`config.mk`:
```
export PLATFORM = sky130hd
export DESIGN_NAME = serial_byte_rx
export DESIGN_NICKNAME = d
export VERILOG_FILES = /design/src/rtl/serial_byte_rx.sv
export SDC_FILE = /design/constraint.sdc
export NUM_CORES = 1
export LEC_CHECK = 0
export ABC_AREA = 1
export CAP_MARGIN = 20
export CORE_AREA = 2 2 105 107
export CTS_BUF_LIST = sky130_fd_sc_hd__clkbuf_4
export CTS_CLUSTER_SIZE = 25
export DETAILED_ROUTE_END_ITERATION = 10
export DIE_AREA = 0 0 107 109
export HOLD_SLACK_MARGIN = 0.1
export SLEW_MARGIN = 20
export SYNTH_ARGS = -nofsm -noshare
export SYNTH_HDL_FRONTEND = slang
export SYNTH_SLANG_ARGS = --single-unit
```
`constraint.sdc`:
```
create_clock -name CLK -period 5.82 [get_ports CLK]
set_input_delay 1.455 -clock CLK [delete_from_list [all_inputs] [get_ports CLK]]
set_output_delay 1.455 -clock CLK [all_outputs]
set_load 0.01 [all_outputs]
```
`src/rtl/serial_byte_rx.sv`:
```
// Receiver for the ALU-result serialiser: synchronises SER_CLK/SER_DAT/SER_EN into CLK,
// rebuilds the frame MSB-first and flags dropped (early-ended or stalled) frames.
module serial_byte_rx #(
    parameter int unsigned     DATA_W      = 8,
    parameter int unsigned     SYNC_STAGES = 2,
    parameter int unsigned     TO_W        = 28,
    parameter logic [TO_W-1:0] TIMEOUT     = 28'd100000000
) (
    input  logic              CLK,
    input  logic              RST,
    input  logic              SER_CLK,
    input  logic              SER_DAT,
    input  logic              SER_EN,
    output logic [DATA_W-1:0] DATA_out,
    output logic              VALID,
    output logic              ABORT,
    output logic              BUSY,
    output logic [7:0]        FRAME_CNT
);

    localparam int unsigned CNT_W = $clog2(DATA_W) + 1;
    localparam logic [CNT_W-1:0] CNT_LAST = CNT_W'(DATA_W - 1);
    localparam logic [TO_W-1:0]  TO_LAST  = TIMEOUT - 1'b1;

    typedef enum logic [1:0] {StIdle, StShift, StDrain} state_t;

    logic [SYNC_STAGES-1:0] clk_sync_q, dat_sync_q, en_sync_q;
    logic                   clk_prev_q;
    logic                   rise_q, bit_q;
    logic                   en_s;

    state_t              state_q, state_d;
    logic [DATA_W-2:0]   shift_q, shift_d;
    logic [CNT_W-1:0]    cnt_q, cnt_d;
    logic [TO_W-1:0]     to_q, to_d, to_inc;
    logic [DATA_W-1:0]   data_q, data_d, shifted;
    logic                valid_q, valid_d;
    logic                abort_q, abort_d;
    logic [7:0]          frame_q, frame_d;

    assign en_s = en_sync_q[SYNC_STAGES-1];

    // Rise and its data bit are registered together so both paths see equal delay.
    always_ff @(posedge CLK or negedge RST) begin
        if (!RST) begin
            clk_sync_q <= '0;
            dat_sync_q <= '0;
            en_sync_q  <= '0;
            clk_prev_q <= 1'b0;
            rise_q     <= 1'b0;
            bit_q      <= 1'b0;
        end else begin
            clk_sync_q <= {clk_sync_q[SYNC_STAGES-2:0], SER_CLK};
            dat_sync_q <= {dat_sync_q[SYNC_STAGES-2:0], SER_DAT};
            en_sync_q  <= {en_sync_q[SYNC_STAGES-2:0], SER_EN};
            clk_prev_q <= clk_sync_q[SYNC_STAGES-1];
            rise_q     <= clk_sync_q[SYNC_STAGES-1] & ~clk_prev_q;
            bit_q      <= dat_sync_q[SYNC_STAGES-1];
        end
    end

    always_ff @(posedge CLK or negedge RST) begin
        if (!RST) begin
            state_q <= StIdle;
            shift_q <= '0;
            cnt_q   <= '0;
            to_q    <= '0;
            data_q  <= '0;
            valid_q <= 1'b0;
            abort_q <= 1'b0;
            frame_q <= '0;
        end else begin
            state_q <= state_d;
            shift_q <= shift_d;
            cnt_q   <= cnt_d;
            to_q    <= to_d;
            data_q  <= data_d;
            valid_q <= valid_d;
            abort_q <= abort_d;
            frame_q <= frame_d;
        end
    end

    assign shifted = {shift_q, bit_q};
    assign to_inc  = (to_q == '1) ? to_q : to_q + 1'b1;

    always_comb begin
        state_d = state_q;
        shift_d = shift_q;
        cnt_d   = cnt_q;
        to_d    = to_q;
        data_d  = data_q;
        valid_d = 1'b0;
        abort_d = 1'b0;
        frame_d = frame_q;
        unique case (state_q)
            StIdle: begin
                shift_d = '0;
                cnt_d   = '0;
                to_d    = '0;
                if (en_s) begin
                    state_d = StShift;
                    if (rise_q) begin
                        shift_d = shifted[DATA_W-2:0];
                        cnt_d   = CNT_W'(1);
                    end
                end
            end
            StShift: begin
                // A final bit wins over a simultaneous enable drop.
                if (rise_q && cnt_q == CNT_LAST) begin
                    data_d  = shifted;
                    valid_d = 1'b1;
                    frame_d = frame_q + 1'b1;
                    to_d    = '0;
                    state_d = StDrain;
                end else if (!en_s) begin
                    abort_d = 1'b1;
                    state_d = StIdle;
                end else if (rise_q) begin
                    shift_d = shifted[DATA_W-2:0];
                    cnt_d   = cnt_q + 1'b1;
                    to_d    = '0;
                end else if (to_inc == TO_LAST) begin
                    to_d    = to_inc;
                    abort_d = 1'b1;
                    state_d = StDrain;
                end else begin
                    to_d = to_inc;
                end
            end
            StDrain: begin
                if (!en_s) begin
                    state_d = StIdle;
                end
            end
            default: state_d = StIdle;
        endcase
    end

    assign DATA_out  = data_q;
    assign VALID     = valid_q;
    assign ABORT     = abort_q;
    assign BUSY      = (state_q == StShift);
    assign FRAME_CNT = frame_q;

endmodule
```
Word level (Yosys, flattened, before mapping)

Cells that the tools add are included.

Register bits: 68
Latch bits: 0
Bits in writable memories: 0
ROM bits: 0
Bits of input ports: 5
Output and inout bits: 19
Logic and storage cells: 70
Memories: 0

Add/sub/neg operators: 3
$mul: 0
Divide/modulo/power cells: 0
Magnitude comparators: 0
Equal/unequal tests: 13
Shift operators: 0
Multiplexer cells: 31
Bitwise operators: 2
Reductions and logical operators: 7

Operators with widths:

| cell                  | number |
|---|---|
| $mux 28               | 4 |
| $pmux 28 s2           | 1 |
| $mux 7                | 5 |
| $add 28x1->28 const B | 1 |
| $eq 28x27->1 const B  | 1 |
| $eq 28x28->1 const B  | 1 |
| $pmux 7 s2            | 1 |
| $mux 2                | 6 |
| $mux 4                | 3 |
| $mux 1                | 9 |
| $add 8x1->8 const B   | 1 |
| $pmux 4 s2            | 1 |
| $reduce_and 4->1      | 2 |
| $ne 2x2->1 const B    | 3 |
| $pmux 2 s3            | 1 |
| $add 4x1->4 const B   | 1 |
| $eq 4x3->1 const B    | 1 |
| $ne 2x1->1 const B    | 2 |
| $ne 4x2->1 const B    | 1 |
| $ne 4x3->1 const B    | 1 |
| $reduce_and 2->1      | 2 |
| $ne 3x1->1 const B    | 1 |
| $eq 2x1->1 const B    | 1 |
| $eq 2x2->1 const B    | 1 |
| other kinds (5)       | 5 |

Longest topological paths before layout

Gate-level depths: netlist of run 1.

Depth in word-level cells: 8
Gate-level depth with buffers: 17

Worst setup path before layout of run 1

OpenSTA, ideal clock, no wires.

Path kind: register to output
Start: register state_q[0]
End: output port BUSY
Data arrival time: 694 ps
Slack: 3671 ps
Cell stages (with the launch flop): 3
Path buffers: 0
Cells stage by stage: dfrtp_1 > inv_1 > nor2_1

Word-level cells in the longest chain between the ends: 1

RTL lines:

| what                   | RTL line | text |
|---|---|---|
| start, declared        | 32       | `state_t state_q, state_d;` |
| start signal, assigned | 64       | `state_q <= StIdle;` |
| start signal, assigned | 73       | `state_q <= state_d;` |
| $eq 2x1->1             | 144      | `assign BUSY = (state_q == StShift);` |
| end, declared          | 17       | `output logic BUSY,` |

Every way passes these cells.

Worst setup path after layout of run 1

Same ends and word-level chain as after synthesis.

==> results of run 1 <==
==> routing by layer <==
metal	up-vias	track usage, %
li1	1553	-
met1	1427	21.2
met2	63	25.6
met3	16	2.93
met4	0	4.92
met5	-	0
==> synth_stat cells, types with 4 or more instances <==
library cell | instances | area [sq um]
a21oi_1 | 6 | 30.0
clkbuf_1 | 5 | 18.8
dfrtp_1 | 68 | 1700
inv_1 | 57 | 214
nand2_1 | 123 | 462
nand2_2 | 7 | 43.8
nand3_1 | 35 | 175
nand4_1 | 6 | 37.5
nor2_1 | 63 | 236
nor2_4 | 4 | 45.0
nor3_1 | 4 | 20.0
o21ai_0 | 39 | 195
o22ai_1 | 10 | 62.6
xnor2_1 | 5 | 43.8
xor2_1 | 19 | 166
==> layout make-up <==
cell class                      count  area, sq um  area share (%)
Timing Repair Buffer               26          248            5.97
Clock buffer                        9         67.6            1.63
Clock inverter                      7         82.6            1.99
Multi-Input combinational cell    334         1650            39.9
Tap cell                          140          175            4.22
Inverter                           59          221            5.34
Sequential cell                    68         1700            41.0
==> stage by stage <==
stage,utilization (%),hold WS (ns)
floorplan,-,0.331
global placement,37.7,0.334
detailed placement,37.7,0.340
CTS,39.1,0.370
global route,39.1,0.377
finish,39.1,0.368
==> worst max-delay path: stages, from the launching register on <==
cell and delay, ns:
dfrtp_1 0.45, inv_1 0.09, nor2_1 0.21, clkdlybuf4s50_1 0.59
==> how the worst max path moves through the flow <==
stage          endpoint       start
2_1_floorplan      BUSY  state_q[0]
3_3_place_gp       BUSY  state_q[0]
3_5_place_dp       BUSY  state_q[0]
4_1_cts            BUSY  state_q[0]
5_1_grt            BUSY  state_q[0]
6_report           BUSY  state_q[0]
==> registers in the layout (all words and copies together) (netlist names) <==
name        count
to_q           28
DATA_out        8
FRAME_CNT       8
shift_q         7
cnt_q           4
clk_sync_q      2
dat_sync_q      2
en_sync_q       2
state_q         2
ABORT           1
VALID           1
bit_q           1
clk_prev_q      1
rise_q          1
==> kinds of logic (layout without fill, tap and decap cells) <==
kind of cell	after synthesis	in the layout	synth area share (%)
xor+xnor	24	24	5.82
flops	68	68	47.1
simple gates	246	246	29.7
compound gates	61	61	9.08
fa+ha+maj	3	3	1.04
buf+inv	67	101	7.24
==> report_power, final <==
| group | switching [mW] | internal (mW) | leakage, nW |
|---|---|---|---|
| sequential | 0.0278 | 0.505 | 0.924 |
| combinational | 0.168 | 0.0685 | 0.817 |
| clock | 0.194 | 0.137 | 0.0751 |
==> results.md, run 1 <==
- WL final: around 8.4 mm
- Worst Setup Start Kind: register
- Routability Congestion: between 0.8 and 0.9
- Row count: 38
- Commonest cells after routing, fill and taps aside: nand2_1, dfrtp_1, nor2_1, inv_1, o21ai_0
- First-pass GRT wire length: roughly 14 mm
- Crit path kind: reg -> out
- Post-placement cell count: 627
- PwrDens: 265 nW/um^2
- NumNets Final: about 500
- Flops & latches, synth: between 60 and 70
- Clock Latency Late Sink: 0.43 ns
- Pre-antenna DRT Iters: 5
- Vias in the first global route: 2,984
- CTS resizes: 0
- Total grt overflow: 0
- Setup ws final: 2.62 ns
- Setup TNS: 0 ns
- Hold WC Path Type: reg -> reg
- Sequential-to-total area share from yosys stat: between 40% and 50%
- CTS max path bufs: 2
- DR vias/cell: 4.76
- Setup violation total in the final timing report: 0
- EDFF count, synth: 0
- Cell count of the worst reg-to-reg path: 15
- Largest net degree at the start of global routing: slightly below 70
- Clk_skew: a little under 0.02 ns
- RSZ-0062 raised after global routing: no
- Final Critical Period: around 3.2 ns
- Hold Fails Final Rpt: 0
- CTS Buf Count: 9
- Via count of the routed design: a little over 3,000
- Num ports: 24
- Synth async-reset ratio: 100%
- DR WL met2: a little under 4 mm
- Max_slew headroom: a little over two fifths
- Pre-CTS WS: 3.09 ns
- Syn_nets: 477
- Yosys cell types: 27
- Initial Utilization: between 30% and 40%
- Syn Inst Count: between 400 and 500
- Met3 WL post-DR: between 200 and 300 microns
- Antenna-violating nets left: 0
- Core Box Area: ~11,000 sq um
- Pleak: 1.82 nW
- Final slew viol count: 0
- Fillers: 1,088
- H-Tree Depth: 3
- M1 WL: approximately 4.1 mm
- Worst-path fanout max: 5
- Commonest non-fill, non-tap cell in the layout: nand2_1
- CTS Sinks: just under 70
- PnR Total Power: 1.10 mW
- Fmax: 313 MHz
- Max Cap Viol: 0
- Least-Margin Pin Slew: 0.867 ns
- R2r startpoint: to_q[0]
- Syn. warnings: 0
- Final worst path period share: between 50% and 60%
- Post-CTS Setup Bufs: 0
- DR iter-0 viols: around 210
- Cell area after synthesis: roughly 3600 sq um
- Detailed placer's ending HPWL: 5.98 mm
- Clk root buf: clkbuf_4
- Critical Path RT: between 4 and 5 ns
- Die W: 107 microns
- DR top layer: met4
- Hold path cells: 0
- Detailed-route DRC error count: 0
- Hold Path Sink: clk_sync_q[1]
- IR drop worst, VDD: ~0.21 mV
- DIE AREA: 11,700 sq um
- TritonCTS clock tree: done
- Antenna violations before repair: 0
- DP Area: about 4000 sq um
- WP data arrival: 1.74 ns
- GRT Util Overall: between 10% and 20%
- Design area: about 4200 sq um
- N_diodes: 0
- R2r endpoint: state_q[0]
- P&R area growth vs syn: 14.9%
- Clk slew on worst S/H paths: roughly 0.12 ns
- Hold Buf Count CTS: 0
- Flop2flop setup slack: about 3.3 ns
- Avg Synthesized Cell Area: roughly 7.7 sq um
- Chip Height: ~110 microns
- Primary FF master, synth: dfrtp_1
- WL/cell: roughly 13 microns
- CP Capture Type: output port
- Hold Startpoint: clk_sync_q[0]
- Status: finished, final reports clean
- Port bufs: 23
- Layout cell share with drive strength beyond 1: 7.36%
- Post-layout instance count excluding filler cells: 643
Power figures use the tool's default switching activity.
==> run 2, diff against run 1 <==
==> constraint.sdc (replaced) <==
create_clock -name CLK -period 2.7 [get_ports CLK]
set_input_delay 0.675 -clock CLK [delete_from_list [all_inputs] [get_ports CLK]]
set_output_delay 0.675 -clock CLK [all_outputs]
set_load 0.01 [all_outputs]
==> results.md, run 2 (synthesized netlist as in run 1, its figures left out) <==
- Commonest non-fill, non-tap cell in the layout: nand2_1 (unchanged)
- Clk_skew: 0.0180 ns (was 0.0199 ns)
- P&R area growth vs syn: 15.2% (was 14.9%)
- Port bufs: 23 (unchanged)
- Pre-antenna DRT Iters: 5 (unchanged)
- Pleak: 1.83 nW (was 1.82 nW)
- Max Cap Viol: 0 (unchanged)
- Chip Height: 109 microns (unchanged)
- DP Area: 4040 sq um (was 4000 sq um)
- Num ports: 24 (unchanged)
- PwrDens: 548 nW/um^2 (was 265 nW/um^2)
- CTS Buf Count: 9 (unchanged)
- Clock Latency Late Sink: 0.44 ns (was 0.43 ns)
- WL final: 8.43 mm (was 8.38 mm)
- Core Box Area: 10,600 sq um (unchanged)
- Die W: 107 microns (unchanged)
- Hold Buf Count CTS: 0 (unchanged)
- Vias in the first global route: 2,995 (was 2,984)
- Design area: 4160 sq um (was 4150 sq um)
- Worst-path fanout max: 5 (unchanged)
- TritonCTS clock tree: done (unchanged)
- WP data arrival: 1.80 ns (was 1.74 ns)
- Most flop-heavy register: to_q (unchanged)
- Final Critical Period: roughly 2.5 ns
- First-pass GRT wire length: 14.5 mm (was 14.4 mm)
- Hold WC Path Type: in -> async (was reg -> reg)
- Largest register FFs: 28 (unchanged)
- IR drop worst, VDD: 0.431 mV (was 0.207 mV)
- Layout cell share with drive strength beyond 1: 7.91% (was 7.36%)
- GRT Util Overall: 16.0% (was 15.7%)
- DIE AREA: 11,700 sq um (unchanged)
- CTS resizes: 0 (unchanged)
- Hold WS: 0.227 ns (was 0.368 ns)
- CTS max path bufs: 2 (unchanged)
- CP Capture Type: output port (unchanged)
- RSZ-0062 raised after global routing: no (unchanged)
- Clk root buf: clkbuf_4 (unchanged)
- Detailed-route DRC error count: 0 (unchanged)
- Critical Path RT: 2.03 ns (was 4.37 ns)
- Clk slew on worst S/H paths: 0.12 ns (about the same)
- Routability Congestion: 0.957 (was 0.884)
- Final worst path period share: 91.6%
- Status: finished, final reports clean (unchanged)
- Max_slew headroom: 61.3% (was 42.2%)
- Final slew viol count: 0 (unchanged)
- Commonest cells after routing, fill and taps aside: nand2_1, dfrtp_1, nor2_1, inv_1, o21ai_0 (unchanged)
- DR iter-0 viols: 203 (was 208)
- Via count of the routed design: 3,092 (was 3,059)
- Fillers: 1,111 (was 1,088)
- Sequential Area: 1700 sq um (unchanged)
- Setup violation total in the final timing report: 0 (unchanged)
- NumNets Final: 509 (was 506)
- Crit path kind: reg -> out (unchanged)
- DR vias/cell: 4.78 (was 4.76)
- Antenna-violating nets left: 0 (unchanged)
- Fmax: 404 MHz
- Least-Margin Pin Slew: 0.577 ns (was 0.867 ns)
- R2r startpoint: to_q[0] (unchanged)
- Initial Utilization: 34.1% (unchanged)
- Hold Fails Final Rpt: 0 (unchanged)
- Post-CTS Setup Bufs: 0 (unchanged)
- H-Tree Depth: 3 (unchanged)
- Total grt overflow: 0 (unchanged)
- Detailed placer's ending HPWL: 6.31 mm (was 5.98 mm)
- Critical path launch point: state_q[0] (unchanged)
- CTS Sinks: 68 (unchanged)
- PnR Total Power: 2.28 mW (was 1.10 mW)
- Row count: 38 (unchanged)
- Worst Setup Start Kind: register (unchanged)
- Antenna violations before repair: 1 (was 0)
- Area taken by multi-input logic gates: 1650 sq um (unchanged)
- WL/cell: 13.0 microns (about the same)
- Setup TNS: 0 ns (unchanged)
- Largest net degree at the start of global routing: 69 (unchanged)
[run 2: worst max-delay path, stage by stage, from the launching register on]
cell and delay, ns:
dfrtp_1 0.45, inv_1 0.09, nor2_1 0.23, clkdlybuf4s50_1 0.59
[run 2: area by class of cell]
cell class	count	area share, %
flip-flops and latches	68	40.9
multi-input cells	334	39.8
repair buffers	29	6.80
inverters	59	5.32
well taps	140	4.21
clock buffers	11	1.99
clock inverters	5	0.933
diodes	1	0.0602
[run 2: worst paths after layout]
check,to,slack (ns),cells after the start
setup / recovery,BUSY,0.23,3
hold / removal,to_q[5],0.23,2
setup reg to reg,state_q[0],0.27,15
hold reg to reg,en_sync_q[1],0.36,0
max in group asynchronous,VALID,2.17,2
min in group CLK,en_sync_q[1],0.36,0
[run 2: power breakdown]
| part | switching, mW | internal (mW) | total (mW) |
|---|---|---|---|
| sequential | 0.0629 | 1.09 | 1.15 |
| combinational | 0.358 | 0.159 | 0.517 |
| clock | 0.398 | 0.213 | 0.611 |
[run 2: metal layers]
layer  up-vias  part of all wire, %  track usage (%)
li1       1562                    -                -
met3        13                  4.3             4.90
met4         0                  1.9             4.82
met5         -                    0                0
met2        72                   46             25.5
met1      1445                   48             21.1
[run 2: through the flow]
| step | worst slack [ns] | utilization, % | std cells |
|---|---|---|---|
| global placement | 0.383 | 38.1 | 630 |
| finish | 0.226 | 39.2 | 647 |
| detailed placement | 0.316 | 38.1 | 630 |
| floorplan | 0.722 | - | 469 |
| CTS | 0.208 | 39.2 | 646 |
| global route | 0.0348 | 39.2 | 647 |
